## src/rtl/register_pipeline_pkg.sv

```systemverilog
// Shared constants and helpers for the register_pipeline delay line.
// The FILLED counter width helper serves the REGISTER_PIPELINE_FILL_STATUS_EN build.
package register_pipeline_pkg;

    localparam int DEFAULT_DATA_WIDTH = 16;
    localparam int DEFAULT_NUM_STAGES = 8;

    // Bits needed to count 0..n inclusive, never less than one bit.
    function automatic int cnt_width(input int n);
        int w;
        w = 1;
        for (int i = 0; i < 32; i++) begin
            if ((64'd1 << w) < 64'(n) + 64'd1) begin
                w = w + 1;
            end
        end
        return w;
    endfunction

endpackage

```

## src/rtl/register_pipeline_if.sv

```systemverilog
// Data/enable bundle for register_pipeline. The FILLED signal exists only
// when REGISTER_PIPELINE_FILL_STATUS_EN is defined.
interface register_pipeline_if
    import register_pipeline_pkg::*;
#(
    parameter int DATA_WIDTH = DEFAULT_DATA_WIDTH
);
    logic                  CE;
    logic [DATA_WIDTH-1:0] DATA_IN;
    logic [DATA_WIDTH-1:0] DATA_OUT;
`ifdef REGISTER_PIPELINE_FILL_STATUS_EN
    logic                  FILLED;

    modport master (output CE, output DATA_IN, input DATA_OUT, input FILLED);
    modport slave  (input CE, input DATA_IN, output DATA_OUT, output FILLED);
`else
    modport master (output CE, output DATA_IN, input DATA_OUT);
    modport slave  (input CE, input DATA_IN, output DATA_OUT);
`endif
endinterface

```

## src/rtl/register_pipeline_stage.sv

```systemverilog
// One delay-line register: synchronous active-low reset to RESET_VALUE,
// load on CE, hold otherwise.
module pipeline_stage #(
    parameter int                    DATA_WIDTH  = 16,
    parameter logic [DATA_WIDTH-1:0] RESET_VALUE = '0
) (
    input  logic                  clk,
    input  logic                  rst_n,
    input  logic                  ce,
    input  logic [DATA_WIDTH-1:0] d,
    output logic [DATA_WIDTH-1:0] q
);

    logic [DATA_WIDTH-1:0] q_reg;

    always_ff @(posedge clk) begin
        if (!rst_n) begin
            q_reg <= RESET_VALUE;
        end else if (ce) begin
            q_reg <= d;
        end
    end

    assign q = q_reg;

endmodule

```

## src/rtl/register_pipeline.sv

```systemverilog
// Clock-enabled shift-register delay line of NUM_STAGES registers.
// Define REGISTER_PIPELINE_FILL_STATUS_EN to add the FILLED status output.
module register_pipeline
    import register_pipeline_pkg::*;
#(
    parameter int                    DATA_WIDTH  = DEFAULT_DATA_WIDTH,
    parameter int                    NUM_STAGES  = DEFAULT_NUM_STAGES,
    parameter logic [DATA_WIDTH-1:0] RESET_VALUE = '0
) (
    input logic                CLK,
    input logic                RSTN,
    register_pipeline_if.slave bus
);

    genvar gi;

    generate
        if (NUM_STAGES == 0) begin : g_pass
            // Zero stages degenerates to a wire; clock, reset and enable are unused.
            assign bus.DATA_OUT = bus.DATA_IN;
`ifdef REGISTER_PIPELINE_FILL_STATUS_EN
            assign bus.FILLED = 1'b1;
`endif
        end else begin : g_regs
            logic [DATA_WIDTH-1:0] stage_q [NUM_STAGES];

            for (gi = 0; gi < NUM_STAGES; gi++) begin : g_stage
                logic [DATA_WIDTH-1:0] stage_d;

                if (gi == 0) begin : g_first
                    assign stage_d = bus.DATA_IN;
                end else begin : g_rest
                    assign stage_d = stage_q[gi-1];
                end

                pipeline_stage #(
                    .DATA_WIDTH  (DATA_WIDTH),
                    .RESET_VALUE (RESET_VALUE)
                ) u_stage (
                    .clk   (CLK),
                    .rst_n (RSTN),
                    .ce    (bus.CE),
                    .d     (stage_d),
                    .q     (stage_q[gi])
                );
            end

            assign bus.DATA_OUT = stage_q[NUM_STAGES-1];

`ifdef REGISTER_PIPELINE_FILL_STATUS_EN
            localparam int            CW   = cnt_width(NUM_STAGES);
            localparam logic [CW-1:0] FULL = CW'(NUM_STAGES);

            logic [CW-1:0] fill_cnt_reg;
            logic [CW-1:0] fill_cnt_next;

            // Counts enabled edges since reset; once it reaches the depth, the
            // last stage no longer holds a reset value.
            always_comb begin
                fill_cnt_next = fill_cnt_reg;
                if (bus.CE && (fill_cnt_reg != FULL)) begin
                    fill_cnt_next = fill_cnt_reg + CW'(1);
                end
            end

            always_ff @(posedge CLK) begin
                if (!RSTN) begin
                    fill_cnt_reg <= '0;
                end else begin
                    fill_cnt_reg <= fill_cnt_next;
                end
            end

            assign bus.FILLED = (fill_cnt_reg == FULL);
`endif
        end
    endgenerate

endmodule

```

## src/flat_wrapper.sv

```systemverilog
// flat-port wrapper written by rule: the top's interface ports become plain ports
module register_pipeline_flat import register_pipeline_pkg::*;
#(
    parameter int                    DATA_WIDTH  = DEFAULT_DATA_WIDTH,
    parameter int                    NUM_STAGES  = DEFAULT_NUM_STAGES,
    parameter logic [DATA_WIDTH-1:0] RESET_VALUE = '0
)
  (CLK, RSTN, bus_CE, bus_DATA_IN, bus_DATA_OUT);
  register_pipeline_if #(.DATA_WIDTH(DATA_WIDTH)) bus_i ();
  input logic CLK;
  input logic RSTN;
  input wire logic [$bits(bus_i.CE)-1:0] bus_CE;
  input wire logic [$bits(bus_i.DATA_IN)-1:0] bus_DATA_IN;
  output wire logic [$bits(bus_i.DATA_OUT)-1:0] bus_DATA_OUT;
  assign bus_i.CE = bus_CE;
  assign bus_i.DATA_IN = bus_DATA_IN;
  assign bus_DATA_OUT = bus_i.DATA_OUT;
  register_pipeline #(.DATA_WIDTH(DATA_WIDTH), .NUM_STAGES(NUM_STAGES), .RESET_VALUE(RESET_VALUE)) u_core (.CLK(CLK), .RSTN(RSTN), .bus(bus_i));
endmodule
```

## config.mk

```make
export PLATFORM = sky130hd
export DESIGN_NAME = register_pipeline_flat
export DESIGN_NICKNAME = d
export VERILOG_FILES = /design/src/rtl/register_pipeline_pkg.sv /design/src/rtl/register_pipeline_if.sv /design/src/rtl/register_pipeline_stage.sv /design/src/rtl/register_pipeline.sv /design/src/flat_wrapper.sv
export SDC_FILE = /design/constraint.sdc
export NUM_CORES = 1
export LEC_CHECK = 0
export BUFFER_PORTS_ARGS = -buffer_cell sky130_fd_sc_hd__buf_2
export CAP_MARGIN = 20
export CORE_MARGIN = 3
export CORE_UTILIZATION = 40
export DETAILED_ROUTE_END_ITERATION = 16
export GPL_ROUTABILITY_DRIVEN = 0
export MAX_ROUTING_LAYER = met4
export PLACE_DENSITY = 0.62
export SLEW_MARGIN = 20
export SYNTH_ARGS = -nofsm -noshare
export SYNTH_HDL_FRONTEND = slang
export SYNTH_SLANG_ARGS = --single-unit
```

## constraint.sdc

```tcl
create_clock -name CLK -period 1.02 [get_ports CLK]
set_clock_uncertainty 0.2 [all_clocks]
set_input_delay 0.153 -clock CLK [delete_from_list [all_inputs] [get_ports CLK]]
set_output_delay 0.153 -clock CLK [all_outputs]
set_load 0.005 [all_outputs]
```

==> metrics.md, run 1 <==
| Metric | Value |
|---|---|
| Clock period minus worst slack | `1200 ps` |
| Kind of critical path | `flop to primary output` |
| Share of layout cells above drive strength 1 | `19.4%` |
| Sequential area share after synthesis | `51.6%` |
| Area leader, netlist | `dfxtp_1` |
| Filler cells | `1,119` |
| Slowest cell on the critical path | `dfxtp_2` |
| Total global-route track usage | `12.0%` |
| Storage element area | `0.00258 mm2` |
| #FFs+latches synth | `128` |
| PortBufs | `34` |
| FMAX | `0.835 GHz` |
| Final hold slack | `-101 ps` |
| Mapped Cells | `412` |
| Top FF cell, synth | `dfxtp_1` |
| Row count | `40` |
| Worst Max-Slew Pin Slew | `230 ps` |
| Nets | `485` |
| Final worst-path cycle share | `117%` |
| Synthesis warning total | `0` |
| Vias in the first global route | `2,826` |
| CP delay by family, top | `flip-flops` |
| Critical-path maximum fanout | `2` |
| Pleak | `2.51 nW` |
| Startpoint types | `flop` |
| Final Setup Violations | `16` |
| Pint | `9.19 mW` |
| Crit-path cells | `buf_2` |
| Crit path buf inv count | `1` |
| Drt total wl | `7580 um` |
| Area of the multi-input gates | `0.00208 mm2` |
| Clk root buf | `clkbuf_16` |
| CTS tree | `built` |
| Worst slew margin | `84.7%` |
| Starting Density | `41.2%` |
| Final Slew Violations | `0` |
| # DRC | `0` |
| DR vias | `2,808` |
| Total placed instance area | `0.00519 mm2` |
| Synthesized area per cell | `12.1 um2` |
| Failing checks | `negative hold slack, negative setup slack` |
| Worst Path Arrival | `840 ps` |
| Overall die width | `117 um` |
| Syn Nets | `431` |
| N_diodes | `0` |
| Post-synth ARST share | `0%` |
| DRT iter0 DRCs | `118` |
| CP max stage delay | `320 ps` |
| Top cells by count, synth | `dfxtp_1 (128), mux2i_1 (128), nor2b_1 (128)` |
| Total die area | `0.0138 mm2` |
| Vias/cell | `4.34` |
| Post-route cell area | `0.00601 mm2` |
| RSZ-0062 raised after global routing | `yes` |
| Switch Pwr | `2.36 mW` |
| Layout overhead on the synthesized area | `20.9%` |
| Total congestion overflow | `0` |
| Critical path required time | `670 ps` |
| Register clock-pin slew on the reported worst setup and hold paths | `50 ps` |
| Post-route ant nets | `0` |
| Distinct cell type count after synthesis | `6` |
| Final core occ | `49.8%` |
| Chip height | `117 um` |
| Top cell type's share of synthesized area | `51.6%` |
| First-pass GRT wire length | `12,900 um` |
| # IOs | `35` |
| Core outline area | `0.0121 mm2` |
| Worst vdd ir | `1230 uV` |
| Setup_tns | `-2660 ps` |
| Final setup margin | `-177 ps` |
| Max cap viols | `0` |
| Num CTS Buffers | `17` |
| Part of the power in registers | `44.3%` |
| Netlist Area Pre-Place | `0.00497 mm2` |
| Post-synth EDFFs | `0` |
| Initial antenna violation count | `0` |
| Status | `finished with violations` |
| CP endpoint kind | `primary output` |
| H-tree Lvls | `4` |
| Drt first pass iters | `4` |
| Max reg flops | `128` |
| R2R setup slack | `100 ps` |
| Fin. Hold Viols | `1` |
| Pwr per Cell Area | `1920 mW/mm2` |
| HPWL after DPL | `4760 um` |
| Gate power share | `5.1%` |
| Largest net degree at the start of global routing | `40` |
| Switching portion of total power | `20.4%` |
| Wire per inst | `11.7 um` |
| Power share of the clock group | `50.5%` |
| Worst hold path type | `input pin to flop` |
| Sink Count | `128` |
| Clock buffer depth | `2` |
| Area contributors post-synth | `dfxtp_1 (52%), mux2i_1 (26%), nor2b_1 (16%)` |
| CTS Hold Buffers Added | `17` |
| Clk_lat worst skew | `400 ps` |
final timing paths:
path,to,depth (start not counted),startpoint
setup / recovery,bus_DATA_OUT[1],1,u_core.g_regs.g_stage[7].u_stage.q[1]
hold / removal,u_core.g_regs.g_stage[7].u_stage.q[3],3,bus_CE
setup reg to reg,u_core.g_regs.g_stage[7].u_stage.q[1],3,u_core.g_regs.g_stage[7].u_stage.q[1]
hold reg to reg,u_core.g_regs.g_stage[7].u_stage.q[0],2,u_core.g_regs.g_stage[7].u_stage.q[0]
layout by cell type (no fill, tap or decap):
| cell type | n |
|---|---|
| buf_12 | 7 |
| bufinv_16 | 2 |
| clkbuf_1 | 2 |
| dfxtp_2 | 16 |
| dlygate4sd3_1 | 16 |
| nor2b_1 | 128 |
| buf_2 | 29 |
| clkbuf_16 | 17 |
| mux2i_1 | 128 |
| dfxtp_1 | 112 |
| buf_4 | 6 |
| buf_6 | 5 |
| clkinvlp_4 | 4 |
| clkinv_2 | 4 |
| clkbuf_8 | 3 |
layer usage:
metal | vias up | share of wire [%] | global-route usage, % | wire [um]
li1 | 1470 | - | - | -
met1 | 1303 | 41 | 11.9 | 3080
met2 | 22 | 55 | 20.8 | 4140
met3 | 13 | 3.0 | 4.23 | 224
met4 | 0 | 1.7 | 6.37 | 129
met5 | - | 0 | - | 0
final cells by class:
| class | count | area share, % |
|---|---|---|
| clock buffer | 22 | 7.90 |
| clock inverter | 10 | 1.83 |
| multi-input combinational | 256 | 34.7 |
| sequential | 128 | 43.0 |
| tap | 168 | 3.50 |
| timing repair buffer | 63 | 9.10 |
power groups by stage:
| stage | Combinational, mW | Clock, mW | Sequential, mW |
|---|---|---|---|
| 2_1_floorplan | 0.513 | 0 | 5.21 |
| 3_3_place_gp | 0.546 | 0 | 5.23 |
| 3_5_place_dp | 0.553 | 0 | 5.23 |
| 4_1_cts | 0.606 | 5.98 | 5.12 |
| 5_1_grt | 0.644 | 6.23 | 5.13 |
| 6_report | 0.593 | 5.84 | 5.12 |
cell families after synthesis:
kind of cell / Yosys count / share of synthesized area [%]
and+or+nand+nor: 128 / 16.1
DFF: 128 / 51.6
buffers and inverters: 28 / 6.52
muxes: 128 / 25.8
through the flow:
step                setup slack, ps  instances  power (mW)
CTS                            -203        647        11.7
global placement               -130        596        5.77
finish                         -177        647        11.6
global route                   -215        647        12.0
floorplan                      23.9        412        5.73
detailed placement             -187        596        5.78
repair_timing:
action,4_1_cts,5_1_grt
hold endpoints to repair,17,1
setup endpoints to repair,16,17
buffers inserted,2,1
resized for setup,17,3
Note: power is estimated with default switching activity, not from simulation.
==> inputs of run 2 (changes only) <==
- CORE_UTILIZATION: 40 -> 30
- PLACE_DENSITY: 0.62 -> 0.5
==> run 2 against run 1 <==
Net effect: the flow still finishes with violations (negative hold slack, negative setup slack); sequential power about the same; final cell count up 8.0%; design area up 1.8%; critical path depth unchanged; register-to-register slack about the same; first-iteration DRC count down 25%; maximum frequency about the same; utilization down 12 points; critical path type unchanged; critical endpoint is now bus_DATA_OUT[10]; largest cell class unchanged.
==> metrics.md, run 2 (synthesized netlist as in run 1, its figures left out) <==
| Metric | Value |
|---|---|
| Chip height | `135 um (+15%)` |
| Crit path buf inv count | `1 (unchanged)` |
| Area of the multi-input gates | `0.00208 mm2 (unchanged)` |
| Clock period minus worst slack | `1200 ps (-0.870 ps)` |
| Pwr per Cell Area | `1920 mW/mm2 (-0.18%)` |
| Clock buffer depth | `2 (unchanged)` |
| Worst Path Arrival | `840 ps (about the same)` |
| # DRC | `0 (unchanged)` |
| Layout overhead on the synthesized area | `23.1%` |
| Worst Max-Slew Pin Slew | `147 ps (-82.3 ps)` |
| RSZ-0062 raised after global routing | `yes` |
| Met1 usage | `9.50% (-2.4 points)` |
| Post-place setup slack | `-164 ps (+23.8 ps)` |
| Power Total | `11.7 mW (+1.6%)` |
| Critical path required time | `670 ps (about the same)` |
| # IOs | `35 (unchanged)` |
| Worst vdd ir | `1090 uV (-11%)` |
| Crit-path cells | `buf_2` |
| Setup_tns | `-2680 ps (-19.6 ps)` |
| Final Setup Violations | `16 (unchanged)` |
| Row count | `46 (+15%)` |
| Startpoint types | `flop` |
| Most frequent cells in the layout | `mux2i_1 (128), nor2b_1 (128), dfxtp_1 (112), buf_2 (28), clkbuf_16 (17)` |
| First-pass GRT wire length | `13,800 um (+6.7%)` |
| N_diodes | `0 (unchanged)` |
| Overall die width | `135 um (+15%)` |
| Final hold slack | `-57.2 ps (+44.3 ps)` |
| Num CTS Buffers | `17 (unchanged)` |
| Vias in the first global route | `2,974 (+5.2%)` |
| Final Slew Violations | `0 (unchanged)` |
| Wire per inst | `11.5 um (-1.8%)` |
| Final worst-path cycle share | `117% (about the same)` |
| H-tree Lvls | `4 (unchanged)` |
| Slowest cell on the critical path | `dfxtp_2` |
| Share of layout cells above drive strength 1 | `20.3% (+0.87 points)` |
| CP endpoint kind | `primary output` |
| Total congestion overflow | `0 (unchanged)` |
| Met2 Use GR | `17.3% (-3.5 points)` |
| Kind of critical path | `flop to primary output` |
| Worst slew margin | `89.9% (+5.2 points)` |
| Clk root buf | `clkbuf_16` |
| Drt first pass iters | `2 (-2)` |
| Fin. Hold Viols | `1 (unchanged)` |
| Status | `finished with violations` |
| Final setup margin | `-176 ps (+0.870 ps)` |
| CTS tree | `built` |
| Worst hold path type | `input pin to flop` |
| Pleak | `2.55 nW (+1.5%)` |
| Max cap viols | `0 (unchanged)` |
| Non-filler cells, final | `699 (+8.0%)` |
| Post-route ant nets | `0 (unchanged)` |
| Clk_lat worst skew | `410 ps (about the same)` |
| Filler cells | `1,598 (+43%)` |
| Largest net degree at the start of global routing | `53 (+33%)` |
| Sink Count | `128 (unchanged)` |
| Total global-route track usage | `9.84% (-2.2 points)` |
| CP delay by family, top | `flip-flops` |
| DRT iter0 DRCs | `89 (-25%)` |
| DR vias | `2,865 (+2.0%)` |
| Storage element area | `0.00258 mm2 (unchanged)` |
| CTS Hold Buffers Added | `16 (-1)` |
| Max reg flops | `128 (unchanged)` |
| Failing checks | `negative hold slack, negative setup slack` |
| PortBufs | `34 (unchanged)` |
| Nets | `489 (+0.82%)` |
| Critical-path maximum fanout | `2 (unchanged)` |
| Vias/cell | `4.10 (-5.6%)` |
| CP max stage delay | `320 ps (about the same)` |
| Core outline area | `0.0161 mm2 (+33%)` |
| Drt total wl | `8040 um (+6.1%)` |
| Busiest grt layer | `met2` |
| Starting Density | `30.9% (-10 points)` |
| Inst Count DP | `647 (+8.6%)` |
| HPWL after DPL | `5110 um (+7.2%)` |
| Register clock-pin slew on the reported worst setup and hold paths | `60 ps (about the same)` |
| FMAX | `0.836 GHz (about the same)` |
| Met3 usage | `3.69% (-0.54 points)` |
| Total die area | `0.0181 mm2 (+32%)` |
| Initial antenna violation count | `0 (unchanged)` |
## run 2: cell count changes in the layout (fill, tap and decap cells not counted)
| cell | delta |
|---|---|
| buf_4 | +4 |
| clkinv_2 | +3 |
| clkinvlp_4 | -2 |
| buf_2 | -1 |
| buf_6 | +1 |
| bufinv_16 | +1 |
| clkbuf_1 | -1 |
| clkbuf_8 | -1 |
## run 2: per-stage QoR
step	cell area [um2]	utilization (%)
floorplan	4970	-
global placement	5280	32.9
detailed placement	5280	32.9
CTS	6080	37.9
global route	6110	38.1
finish	6110	38.1
## run 2: layer usage
| metal | vias to the layer above | share of wire (%) |
|---|---|---|
| li1 | 1487 | - |
| met4 | 0 | 1.7 |
| met2 | 23 | 55 |
| met3 | 13 | 3.1 |
| met1 | 1342 | 40 |
| met5 | - | 0 |
## run 2: final timing paths
kind | startpoint | endpoint | slack (ps) | cells past startpoint
min reg2reg | u_core.g_regs.g_stage[7].u_stage.q[0] | u_core.g_regs.g_stage[7].u_stage.q[0] | 310 | 2
min | bus_CE | u_core.g_regs.g_stage[6].u_stage.q[12] | -60 | 3
max reg2reg | u_core.g_regs.g_stage[7].u_stage.q[3] | u_core.g_regs.g_stage[7].u_stage.q[3] | 90 | 3
max | u_core.g_regs.g_stage[7].u_stage.q[10] | bus_DATA_OUT[10] | -180 | 1
## run 2: worst reg2reg max path: stages (launching register included)
cell     delay [ps]
dfxtp_2         320
buf_4           120
mux2i_1         120
nor2b_1          60
## run 2: power by group
group / switching, mW / internal (mW) / leakage [nW]
Clock: 2.08 / 3.93 / 0.295
Sequential: 0.0406 / 5.08 / 1.04
Combinational: 0.254 / 0.349 / 1.21
Total: 2.38 / 9.36 / 2.55
## run 2: timing repair
item | in CTS | in global routing
gates resized for setup | 18 | 3
gates cloned | 0 | 0
endpoints found under the hold margin | 17 | 1
endpoints found under the setup margin | 16 | 16
setup buffers | 2 | 2
## run 2: layout make-up
cell class                 instances  area share [%]
multi-input combinational        256            34.0
sequential                       128            42.2
tap                              216            4.42
clock buffer                      20            7.47
clock inverter                    12            2.29
timing repair buffer              67            9.54
==> inputs of run 3 (changes only) <==
- CAP_MARGIN: 20 -> default
- PLACE_DENSITY: 0.5 -> default
==> run 3 against run 2 <==
Net effect: the run ends with negative setup slack left; combinational power about the same; count of clock-buffer cells in the layout up 4; critical path depth unchanged; first-iteration DRC count up 6.7%; utilization about the same; maximum frequency up 0.28%; wire length down 4.9%; die area unchanged; global-route usage down 0.28 points.
==> metrics.md, run 3 (synthesized netlist as in run 1, its figures left out) <==
| Metric | Value |
|---|---|
| CTS tree | `built` |
| Initial antenna violation count | `0 (unchanged)` |
| Post-route ant nets | `0 (unchanged)` |
| Largest net degree at the start of global routing | `50 (-5.7%)` |
| Pwr per Cell Area | `1890 mW/mm2 (-1.6%)` |
| Drt total wl | `7650 um (-4.9%)` |
| Filler cells | `1,569 (-1.8%)` |
| Startpoint types | `flop` |
| Total global-route track usage | `9.56% (-0.28 points)` |
| Drt first pass iters | `4 (+2)` |
| CP delay by family, top | `flip-flops` |
| Share of layout cells above drive strength 1 | `19.2% (-1.0 points)` |
| Clock period minus worst slack | `1190 ps (-3.35 ps)` |
| Layout overhead on the synthesized area | `22.9%` |
| Register clock-pin slew on the reported worst setup and hold paths | `50 ps (about the same)` |
| Power Total | `11.5 mW (-1.7%)` |
| Non-filler cells, final | `694 (-0.72%)` |
| Row count | `46 (unchanged)` |
| Worst vdd ir | `1250 uV (+15%)` |
| Total congestion overflow | `0 (unchanged)` |
| HPWL after DPL | `5120 um (+0.32%)` |
| FF-to-FF Start | `u_core.g_regs.g_stage[7].u_stage.q[10]` |
| Starting Density | `30.9% (unchanged)` |
| Overall die width | `135 um (unchanged)` |
| Sink Count | `128 (unchanged)` |
| Max cap viols | `0 (unchanged)` |
| # DRC | `0 (unchanged)` |
| Crit-path cells | `buf_2` |
| CP max stage delay | `320 ps (about the same)` |
| Critical path required time | `670 ps (about the same)` |
| N_diodes | `0 (unchanged)` |
| Clock buffer depth | `2 (unchanged)` |
| Vias/cell | `4.11 (+0.30%)` |
| Most frequent cells in the layout | `mux2i_1 (128), nor2b_1 (128), dfxtp_1 (112), buf_2 (27), clkbuf_16 (17)` |
| Worst hold path type | `input pin to flop` |
| Clk_lat worst skew | `400 ps (about the same)` |
| Nets | `486 (-0.61%)` |
| Kind of critical path | `flop to primary output` |
| PortBufs | `34 (unchanged)` |
| DRT iter0 DRCs | `95 (+6.7%)` |
| Fin. Hold Viols | `0 (-1)` |
| Vias in the first global route | `2,992 (+0.61%)` |
| Critical-path maximum fanout | `2 (unchanged)` |
| Final Slew Violations | `0 (unchanged)` |
| First-pass GRT wire length | `13,500 um (-2.1%)` |
| DR vias | `2,853 (-0.42%)` |
| Min-delay src | `RSTN` |
| Slowest cell on the critical path | `dfxtp_2` |
| Chip height | `135 um (unchanged)` |
| Max reg flops | `128 (unchanged)` |
| Final worst-path cycle share | `117% (-0.33 points)` |
| Clk root buf | `clkbuf_16` |
| RSZ-0062 raised after global routing | `yes` |
| Failing checks | `negative setup slack` |
| # IOs | `35 (unchanged)` |
| Num CTS Buffers | `17 (unchanged)` |
| H-tree Lvls | `4 (unchanged)` |
| Final Setup Violations | `16 (unchanged)` |
| Total die area | `0.0181 mm2 (unchanged)` |
| Wire per inst | `11.0 um (-4.2%)` |
| FMAX | `0.838 GHz (+0.28%)` |
| CP endpoint kind | `primary output` |
| Final setup margin | `-173 ps (+3.35 ps)` |
| Worst Max-Slew Pin Slew | `144 ps (-3.19 ps)` |
| Critical path launch point | `u_core.g_regs.g_stage[7].u_stage.q[5]` |
| Core outline area | `0.0161 mm2 (unchanged)` |
| R2R setup slack | `100 ps (about the same)` |
| Pleak | `2.54 nW (-0.32%)` |
| Worst Path Arrival | `840 ps (about the same)` |
| Inst Count DP | `644 (-0.46%)` |
| Status | `finished with violations` |
| Worst slew margin | `90.1% (+0.22 points)` |
| Crit path buf inv count | `1 (unchanged)` |
[run 3: changes by cell type in the layout (fill, tap and decap cells not counted), sizes merged]
cell,delta
clkinvlp,-2
buf,-3
clkinv,-3
clkbuf,+4
bufinv,-1
[run 3: routing by layer]
layer  part of all wire (%)  routed length [um]  GRT usage, %  up-vias
li1                       -                   -             -     1469
met1                     40                3060          8.97     1346
met2                     56                4270          17.3       26
met3                    2.4                 185          2.91       12
met4                    1.8                 136          5.26        0
met5                      0                   0             -        -
[run 3: tightest hold or removal path, cell delays in order]
cell     delay, ps
buf_2          150
buf_12         170
nor2b_1        130
[run 3: path summary, 6_finish.rpt]
path	to	cells after the start
setup / recovery	bus_DATA_OUT[5]	1
setup reg to reg	u_core.g_regs.g_stage[7].u_stage.q[10]	3
hold / removal	u_core.g_regs.g_stage[7].u_stage.q[12]	3
hold reg to reg	u_core.g_regs.g_stage[7].u_stage.q[11]	2
[run 3: area by class of cell]
class | instances | area [um2] | area share, %
Multi-Input combinational cell | 256 | 2080 | 34.1
Tap cell | 216 | 270 | 4.42
Sequential cell | 128 | 2580 | 42.3
Clock inverter | 6 | 80.1 | 1.31
Timing Repair Buffer | 64 | 592 | 9.69
Clock buffer | 24 | 502 | 8.21
[run 3: timing repair]
action                                 CTS  global route
gates resized for setup                 17             5
hold buffers                            16             0
setup endpoints to repair               16            16
setup buffers                            2             2
endpoints found under the hold margin   16             0
[run 3: through the flow]
| step | utilization (%) | worst slack, ps | hold slack, ps | instance area [um2] | setup TNS, ps |
|---|---|---|---|---|---|
| floorplan | - | 23.9 | 122 | 4970 | 0 |
| CTS | 37.8 | -202 | 27.0 | 6060 | -3080 |
| global route | 38.0 | -210 | 32.6 | 6110 | -3220 |
| detailed placement | 32.9 | -142 | 218 | 5280 | -11490 |
| finish | 38.0 | -173 | 43.8 | 6110 | -2590 |
| global placement | 32.9 | -108 | 218 | 5280 | -9990 |
[run 3: power by group]
group / switching [mW] / leakage [nW] / total, mW / internal [mW]
sequential: 0.0387 / 1.04 / 5.12 / 5.09
clock: 1.94 / 0.292 / 5.81 / 3.87
combinational: 0.251 / 1.21 / 0.603 / 0.352
